### src/rtl/moore_machine_ws_pkg.sv
// Shared encodings for the multicycle MIPS control FSM with memory wait states:
// state codes, opcodes and control-bus field encodings.
package moore_ws_pkg;

    typedef enum logic [3:0] {
        FETCH    = 4'd0,
        DECODE   = 4'd1,
        MEM_ADDR = 4'd2,
        MEM_RD   = 4'd3,
        MEM_WR   = 4'd4,
        WB_MEM   = 4'd5,
        EXEC_R   = 4'd6,
        EXEC_I   = 4'd7,
        WB_ALU   = 4'd8,
        BRANCH   = 4'd9,
        JUMP     = 4'd10,
        HALT     = 4'd15
    } state_t;

    localparam logic [5:0] OP_RTYPE = 6'b000000;
    localparam logic [5:0] OP_LW    = 6'b100011;
    localparam logic [5:0] OP_SW    = 6'b101011;
    localparam logic [5:0] OP_BEQ   = 6'b000100;
    localparam logic [5:0] OP_BNE   = 6'b000101;
    localparam logic [5:0] OP_J     = 6'b000010;
    localparam logic [5:0] OP_ADDI  = 6'b001000;
    localparam logic [5:0] OP_ORI   = 6'b001101;

    localparam logic [3:0] ALU_ADD   = 4'b0000;
    localparam logic [3:0] ALU_SUB   = 4'b0001;
    localparam logic [3:0] ALU_OR    = 4'b0011;
    localparam logic [3:0] ALU_FUNCT = 4'b1111;

    localparam logic [1:0] SRCB_REGB    = 2'b00;
    localparam logic [1:0] SRCB_FOUR    = 2'b01;
    localparam logic [1:0] SRCB_IMM     = 2'b10;
    localparam logic [1:0] SRCB_IMM_SH2 = 2'b11;

    localparam logic [1:0] PCSRC_ALU    = 2'b00;
    localparam logic [1:0] PCSRC_ALUOUT = 2'b01;
    localparam logic [1:0] PCSRC_JUMP   = 2'b10;

    localparam logic [1:0] BR_NONE = 2'b00;
    localparam logic [1:0] BR_BEQ  = 2'b01;
    localparam logic [1:0] BR_BNE  = 2'b10;

    typedef struct packed {
        logic       mem_req;
        logic       mem_write;
        logic       alu_src_a;
        logic [1:0] alu_src_b;
        logic [3:0] alu_op;
        logic       ir_write;
        logic       pc_write;
        logic [1:0] pc_src;
        logic [1:0] branch;
        logic       reg_src;
        logic       reg_write;
        logic       sn;
    } ctrl_t;

    // States that hold a memory access open and are therefore watched by the timer.
    function automatic logic is_mem_state(input state_t s);
        return (s == FETCH) || (s == MEM_RD) || (s == MEM_WR);
    endfunction

endpackage

### src/rtl/moore_machine_ws_if.sv
// Control bus between the controller and DataPathTop, including the memory handshake.
interface moore_machine_ws_if #(
    parameter int STATE_W = 4
);
    logic [5:0]         Opcode;
    logic               mem_ready;
    logic               mem_req;
    logic               MemWrite;
    logic               ALUSrcA;
    logic [1:0]         ALUSrcB;
    logic [3:0]         ALUOp;
    logic               IRWrite;
    logic               PCWrite;
    logic [1:0]         PCSrc;
    logic [1:0]         Branch;
    logic               RegSrc;
    logic               RegWrite;
    logic               SN;
    logic [STATE_W-1:0] Stateout;
    logic               err;
    logic               err_cause;

    modport master (
        input  Opcode, mem_ready,
        output mem_req, MemWrite, ALUSrcA, ALUSrcB, ALUOp, IRWrite, PCWrite,
               PCSrc, Branch, RegSrc, RegWrite, SN, Stateout, err, err_cause
    );

    modport slave (
        output Opcode, mem_ready,
        input  mem_req, MemWrite, ALUSrcA, ALUSrcB, ALUOp, IRWrite, PCWrite,
               PCSrc, Branch, RegSrc, RegWrite, SN, Stateout, err, err_cause
    );
endinterface

### src/rtl/moore_machine_ws_wait_timer.sv
// Counts stalled cycles in a memory state and flags a bus timeout on the last
// allowed stalled cycle. MAX_WAIT=0 disables the timeout.
module wait_timer #(
    parameter int MAX_WAIT = 15
) (
    input  logic clk,
    input  logic rst,
    input  logic active,
    input  logic mem_ready,
    input  logic clr,
    output logic timeout
);
    localparam int CNT_W = (MAX_WAIT > 0) ? $clog2(MAX_WAIT + 1) : 1;

    logic [CNT_W-1:0] cnt;

    always_ff @(posedge clk) begin
        if (rst || clr) begin
            cnt <= '0;
        end else if (active && !mem_ready) begin
            cnt <= cnt + CNT_W'(1);
        end
    end

    generate
        if (MAX_WAIT > 0) begin : g_timeout
            // mem_ready arriving on the final cycle still completes the access.
            assign timeout = active && !mem_ready && (cnt == CNT_W'(MAX_WAIT - 1));
        end else begin : g_no_timeout
            assign timeout = 1'b0;
        end
    endgenerate

endmodule

### src/rtl/moore_machine_ws.sv
// Multicycle MIPS control FSM with memory wait states, a bus-timeout watchdog
// and a sticky HALT for illegal opcodes or timeouts.
module moore_machine_ws
    import moore_ws_pkg::*;
#(
    parameter int MAX_WAIT = 15,
    parameter int STATE_W  = 4,
    parameter int EN_IMM   = 1
) (
    input  logic               Clk,
    input  logic               Reset,
    moore_machine_ws_if.master bus
);
    state_t state, next_state;
    ctrl_t  c;
    logic   timeout;
    logic   err_q, err_cause_q;

    wait_timer #(
        .MAX_WAIT (MAX_WAIT)
    ) u_wait_timer (
        .clk       (Clk),
        .rst       (Reset),
        .active    (is_mem_state(state)),
        .mem_ready (bus.mem_ready),
        .clr       (next_state != state),
        .timeout   (timeout)
    );

    always_ff @(posedge Clk) begin
        if (Reset) begin
            state       <= FETCH;
            err_q       <= 1'b0;
            err_cause_q <= 1'b0;
        end else begin
            state <= next_state;
            if (next_state == HALT && state != HALT) begin
                err_q       <= 1'b1;
                err_cause_q <= timeout;
            end
        end
    end

    always_comb begin
        next_state = state;
        c          = '0;
        case (state)
            FETCH: begin
                c.mem_req   = 1'b1;
                c.alu_src_b = SRCB_FOUR;
                c.alu_op    = ALU_ADD;
                c.pc_src    = PCSRC_ALU;
                c.ir_write  = bus.mem_ready;
                c.pc_write  = bus.mem_ready;
                if (timeout)            next_state = HALT;
                else if (bus.mem_ready) next_state = DECODE;
            end
            DECODE: begin
                c.alu_src_b = SRCB_IMM_SH2;
                c.alu_op    = ALU_ADD;
                c.sn        = 1'b1;
                case (bus.Opcode)
                    OP_RTYPE:        next_state = EXEC_R;
                    OP_LW, OP_SW:    next_state = MEM_ADDR;
                    OP_BEQ, OP_BNE:  next_state = BRANCH;
                    OP_J:            next_state = JUMP;
                    OP_ADDI, OP_ORI: next_state = (EN_IMM != 0) ? EXEC_I : HALT;
                    default:         next_state = HALT;
                endcase
            end
            MEM_ADDR: begin
                c.alu_src_a = 1'b1;
                c.alu_src_b = SRCB_IMM;
                c.alu_op    = ALU_ADD;
                c.sn        = 1'b1;
                next_state  = (bus.Opcode == OP_SW) ? MEM_WR : MEM_RD;
            end
            MEM_RD: begin
                c.mem_req = 1'b1;
                if (timeout)            next_state = HALT;
                else if (bus.mem_ready) next_state = WB_MEM;
            end
            MEM_WR: begin
                c.mem_req   = 1'b1;
                c.mem_write = 1'b1;
                if (timeout)            next_state = HALT;
                else if (bus.mem_ready) next_state = FETCH;
            end
            WB_MEM: begin
                c.reg_write = 1'b1;
                c.reg_src   = 1'b1;
                next_state  = FETCH;
            end
            EXEC_R: begin
                c.alu_src_a = 1'b1;
                c.alu_src_b = SRCB_REGB;
                c.alu_op    = ALU_FUNCT;
                next_state  = WB_ALU;
            end
            EXEC_I: begin
                c.alu_src_a = 1'b1;
                c.alu_src_b = SRCB_IMM;
                if (bus.Opcode == OP_ORI) begin
                    c.alu_op = ALU_OR;
                    c.sn     = 1'b0;
                end else begin
                    c.alu_op = ALU_ADD;
                    c.sn     = 1'b1;
                end
                next_state = WB_ALU;
            end
            WB_ALU: begin
                c.reg_write = 1'b1;
                c.reg_src   = 1'b0;
                next_state  = FETCH;
            end
            BRANCH: begin
                c.alu_src_a = 1'b1;
                c.alu_src_b = SRCB_REGB;
                c.alu_op    = ALU_SUB;
                c.pc_src    = PCSRC_ALUOUT;
                c.branch    = (bus.Opcode == OP_BNE) ? BR_BNE : BR_BEQ;
                next_state  = FETCH;
            end
            JUMP: begin
                c.pc_write = 1'b1;
                c.pc_src   = PCSRC_JUMP;
                next_state = FETCH;
            end
            HALT: begin
                next_state = HALT;
            end
            default: begin
                next_state = FETCH;
            end
        endcase
        // Reset blanks the bus immediately so an access in flight cannot commit.
        if (Reset) c = '0;
    end

    assign bus.mem_req   = c.mem_req;
    assign bus.MemWrite  = c.mem_write;
    assign bus.ALUSrcA   = c.alu_src_a;
    assign bus.ALUSrcB   = c.alu_src_b;
    assign bus.ALUOp     = c.alu_op;
    assign bus.IRWrite   = c.ir_write;
    assign bus.PCWrite   = c.pc_write;
    assign bus.PCSrc     = c.pc_src;
    assign bus.Branch    = c.branch;
    assign bus.RegSrc    = c.reg_src;
    assign bus.RegWrite  = c.reg_write;
    assign bus.SN        = c.sn;
    assign bus.Stateout  = STATE_W'(state);
    assign bus.err       = err_q;
    assign bus.err_cause = err_cause_q;

endmodule

### src/flat_wrapper.sv
// flat-port wrapper written by rule: the top's interface ports become plain ports
module moore_machine_ws_flat import moore_ws_pkg::*;
#(
    parameter int MAX_WAIT = 15,
    parameter int STATE_W  = 4,
    parameter int EN_IMM   = 1
)
  (Clk, Reset, bus_Opcode, bus_mem_ready, bus_mem_req, bus_MemWrite, bus_ALUSrcA, bus_ALUSrcB, bus_ALUOp, bus_IRWrite, bus_PCWrite, bus_PCSrc, bus_Branch, bus_RegSrc, bus_RegWrite, bus_SN, bus_Stateout, bus_err, bus_err_cause);
  moore_machine_ws_if #(.STATE_W(STATE_W)) bus_i ();
  input  logic Clk;
  input  logic Reset;
  input wire logic [$bits(bus_i.Opcode)-1:0] bus_Opcode;
  input wire logic [$bits(bus_i.mem_ready)-1:0] bus_mem_ready;
  output wire logic [$bits(bus_i.mem_req)-1:0] bus_mem_req;
  output wire logic [$bits(bus_i.MemWrite)-1:0] bus_MemWrite;
  output wire logic [$bits(bus_i.ALUSrcA)-1:0] bus_ALUSrcA;
  output wire logic [$bits(bus_i.ALUSrcB)-1:0] bus_ALUSrcB;
  output wire logic [$bits(bus_i.ALUOp)-1:0] bus_ALUOp;
  output wire logic [$bits(bus_i.IRWrite)-1:0] bus_IRWrite;
  output wire logic [$bits(bus_i.PCWrite)-1:0] bus_PCWrite;
  output wire logic [$bits(bus_i.PCSrc)-1:0] bus_PCSrc;
  output wire logic [$bits(bus_i.Branch)-1:0] bus_Branch;
  output wire logic [$bits(bus_i.RegSrc)-1:0] bus_RegSrc;
  output wire logic [$bits(bus_i.RegWrite)-1:0] bus_RegWrite;
  output wire logic [$bits(bus_i.SN)-1:0] bus_SN;
  output wire logic [$bits(bus_i.Stateout)-1:0] bus_Stateout;
  output wire logic [$bits(bus_i.err)-1:0] bus_err;
  output wire logic [$bits(bus_i.err_cause)-1:0] bus_err_cause;
  assign bus_i.Opcode = bus_Opcode;
  assign bus_i.mem_ready = bus_mem_ready;
  assign bus_mem_req = bus_i.mem_req;
  assign bus_MemWrite = bus_i.MemWrite;
  assign bus_ALUSrcA = bus_i.ALUSrcA;
  assign bus_ALUSrcB = bus_i.ALUSrcB;
  assign bus_ALUOp = bus_i.ALUOp;
  assign bus_IRWrite = bus_i.IRWrite;
  assign bus_PCWrite = bus_i.PCWrite;
  assign bus_PCSrc = bus_i.PCSrc;
  assign bus_Branch = bus_i.Branch;
  assign bus_RegSrc = bus_i.RegSrc;
  assign bus_RegWrite = bus_i.RegWrite;
  assign bus_SN = bus_i.SN;
  assign bus_Stateout = bus_i.Stateout;
  assign bus_err = bus_i.err;
  assign bus_err_cause = bus_i.err_cause;
  moore_machine_ws #(.MAX_WAIT(MAX_WAIT), .STATE_W(STATE_W), .EN_IMM(EN_IMM)) u_core (.Clk(Clk), .Reset(Reset), .bus(bus_i));
endmodule
### config.mk
export PLATFORM = sky130hd
export DESIGN_NAME = moore_machine_ws_flat
export DESIGN_NICKNAME = d
export VERILOG_FILES = /design/src/rtl/moore_machine_ws_pkg.sv /design/src/rtl/moore_machine_ws_if.sv /design/src/rtl/moore_machine_ws_wait_timer.sv /design/src/rtl/moore_machine_ws.sv /design/src/flat_wrapper.sv
export SDC_FILE = /design/constraint.sdc
export NUM_CORES = 1
export LEC_CHECK = 0
export ABC_AREA = 1
export CORE_MARGIN = 5
export CORE_UTILIZATION = 35
export CTS_BUF_LIST = sky130_fd_sc_hd__clkbuf_4 sky130_fd_sc_hd__clkbuf_8 sky130_fd_sc_hd__clkbuf_16
export DETAILED_ROUTE_END_ITERATION = 16
export PLACE_DENSITY_LB_ADDON = 0.2
export SYNTH_ARGS = -nofsm -noshare
export SYNTH_HDL_FRONTEND = slang
export SYNTH_SLANG_ARGS = --single-unit
### constraint.sdc
create_clock -name Clk -period 1.8 [get_ports Clk]
set_clock_uncertainty 0.2 [all_clocks]
set_input_delay 0.18 -clock Clk [delete_from_list [all_inputs] [get_ports Clk]]
set_output_delay 0.18 -clock Clk [all_outputs]
set_load 0.02 [all_outputs]
==> metrics.cfg <==
[logic_synthesis]
synthXorXnorAreaFrac=0.0258
synth.cell_area_sq_um=1020
synth_flop_cell=dfxtp_1
yosys.area.top_type=dfxtp_1
synth-compound-area-share=0.111
syn-num-nets=187
synth_top_family_by_area=simple AND/OR/NAND/NOR gates
synth_edf_count=0
synthTopCellsByArea=dfxtp_1, nand2_1, nor2_1
synth_top_area_share=0.197
async_flop_share=0
yosys_warnings=0
ys_seq_area_frac=0.197
synth_cells=176
yosys.area_share.simple=0.517
synthMuxAreaShare=0
ys_seq_elements=10
syn_area_per_cell_sq_um=5.78
synth_adder_area_share=0.0246
yosysUniqueCellTypes=26

[detailed_routing]
vias=1465
drt_pass1_iterations=4
drtIter0Drc=65
ant_nets=0
drt_wl_total_microns=3950
post-route-drc-count=0
via_per_inst=4.88
routedWlPerCell_microns=13.2

[status]
violations=setup timing
status=finished, violations left

[die]
die_area_sq_um=4080
die_h_microns=63.9
row_count=19
io_pins=33
fp.coreArea_sq_um=2780
start_util=0.366
die_w_microns=63.9

[sta]
setup-tns-final_ps=-278
final_hold_viol_count=0
period_needed_ps=1860
worstMarginPinSlew_ps=233
slew_headroom=0.844
max_freq_mhz=536
finalSetupViolCount=8
rsz0062_at_grt=true
slew_violations=0
fin_ws_ps=-64.2
final.period_utilization=1.04

[clock_tree]
ctsLongestPathBuffers=2
clockRootBuffer=clkbuf_4
cts_tree=built
hold_buffers=0
cts_made_buffers=3
cts_sinks=10
cts_max_level=1
clk-insertion-delay-late_ps=270
clkTransAtPathRegs_ps=70

[finish]
layout-drive-gt1-share=0.517
n_fill_cell=231
seq_area_sq_um=215
nets=281
final_area_sq_um=1980
multiInputGateArea_sq_um=818
synthToLayoutAreaGrowth_pct=94.8
n_antenna_cell=0

[critical_path]
startpoint_type=flip-flop
worst-path-max-fanout=5
critPathRequiredTime_ps=1420
worst-setup-path-type=reg -> out
cp.arrival_ps=1480
cp-end-kind=output port
r2r_setup_slack_ps=-50

[global_routing]
grt_pass1_vias=1372
grtUsageTotal=0.180
grt_pass1_wl_microns=6020
overflow=0
grt_max_degree=10
antenna_found_initial=0

[power]
cellLeakagePower_nw=1.10
ir_worst_vdd_uv=1070
p_comb_frac=0.788
switching_share=0.474
p_int_mw=1.48
p_clk_frac=0.073
power.switching_mw=1.33
power_density_nw_per_um2=1420
seq_power_share=0.138

[placement]
place_area_sq_um=1720
place_congestion=0.906
dp_hpwl_microns=2850
dp_slack_ps=-531
port_buffers=32

[hold_path]
hold_path.class=reg -> reg

[run]
maxCapViolations=0

## cells in the final DEF (no fill, tap or decap), drive strengths merged
cell           netlist  layout
nand3b               1       1
nand3               17      17
o21bai               1       1
and2                 1       1
inv                 27      27
dlygate4sd2          0       4
xor2                 2       2
a21oi               12      12
dlymetal6s2s         0       6
clkbuf               2       6
ha                   2       2
nand2               50      50
buf                  2      77
o211ai               1       1
nand4                4       4
clkdlybuf4s50        0       4
dfxtp               10      10
nor2                33      33
nor3                 4       4
o21ai                6       6
xnor2                1       1
## state kept, by name (all words and copies together) (netlist names)
register and cells:
u_core.bus.Stateout 4, u_core.bus.err 1, u_core.bus.err_cause 1, u_core.u_wait_timer.cnt 4
## worst paths after layout
kind	startpoint	endpoint	cells after the start
max reg2reg	u_core.bus.Stateout[3]$_SDFF_PP0_	u_core.u_wait_timer.cnt[1]$_SDFFE_PP0P_	13
min	u_core.bus.err$_SDFFE_PP0P_	u_core.bus.err$_SDFFE_PP0P_	2
min reg2reg	u_core.bus.err$_SDFFE_PP0P_	u_core.bus.err$_SDFFE_PP0P_	2
max	u_core.bus.Stateout[2]$_SDFF_PP0_	bus_SN	8
## power by group through the flow
stage / sequential (mW) / clock (mW) / combinational, mW
6_report: 0.389 / 0.206 / 2.22
5_1_grt: 0.399 / 0.236 / 2.38
4_1_cts: 0.373 / 0.215 / 1.82
3_5_place_dp: 0.354 / 0 / 1.78
3_3_place_gp: 0.354 / 0 / 1.75
2_1_floorplan: 0.396 / 0 / 0.906
## layer usage
| metal | vias up | share of wire | track usage |
|---|---|---|---|
| li1 | 744 | - | - |
| met1 | 681 | 0.40 | 0.202 |
| met2 | 32 | 0.54 | 0.332 |
| met3 | 8 | 0.043 | 0.0490 |
| met4 | 0 | 0.018 | 0.0416 |
| met5 | - | 0 | 0 |
## kinds of logic after synthesis
group / after synthesis
buf+inv: 31
fa+ha+maj: 2
flops: 10
simple gates: 110
compound gates: 20
xor+xnor: 3
## cell usage after synthesis (all sizes together) (2+ instances only)
cell / count
nand2: 50
xor2: 2
ha: 2
nor3: 4
dfxtp: 10
nand3: 17
a21oi: 12
clkbuf: 2
buf: 2
nor2: 33
inv: 27
nand4: 4
o21ai: 6
## metrics by stage
step / cells / power, mW / utilization / hold slack [ps]
floorplan: 176 / 1.30 / - / 252
global placement: 282 / 2.10 / 0.618 / 234
detailed placement: 282 / 2.14 / 0.618 / 242
CTS: 291 / 2.41 / 0.638 / 252
global route: 300 / 3.01 / 0.713 / 283
finish: 300 / 2.81 / 0.713 / 245
## critical path: stages, from the launching register on
cell and delay (ps):
dfxtp_4 380, nor2_4 130, inv_2 70, nor2_2 120, nor2_2 60, o21ai_1 80, nand2_1 100, a21oi_2 130
buf_6 130
## final cells by class
type	count	share of cell area
Clock buffer	4	0.0183
Inverter	27	0.0537
Multi-Input combinational cell	135	0.413
Sequential cell	10	0.109
Tap cell	31	0.0196
Timing Repair Buffer	93	0.387
## timing repair
action	in CTS	in global routing
resized for setup	86	66
hold endpoints to repair	0	0
setup buffers	5	9
setup endpoints to repair	27	27
pin swaps	4	24
Note: power is estimated with default switching activity, not from simulation.
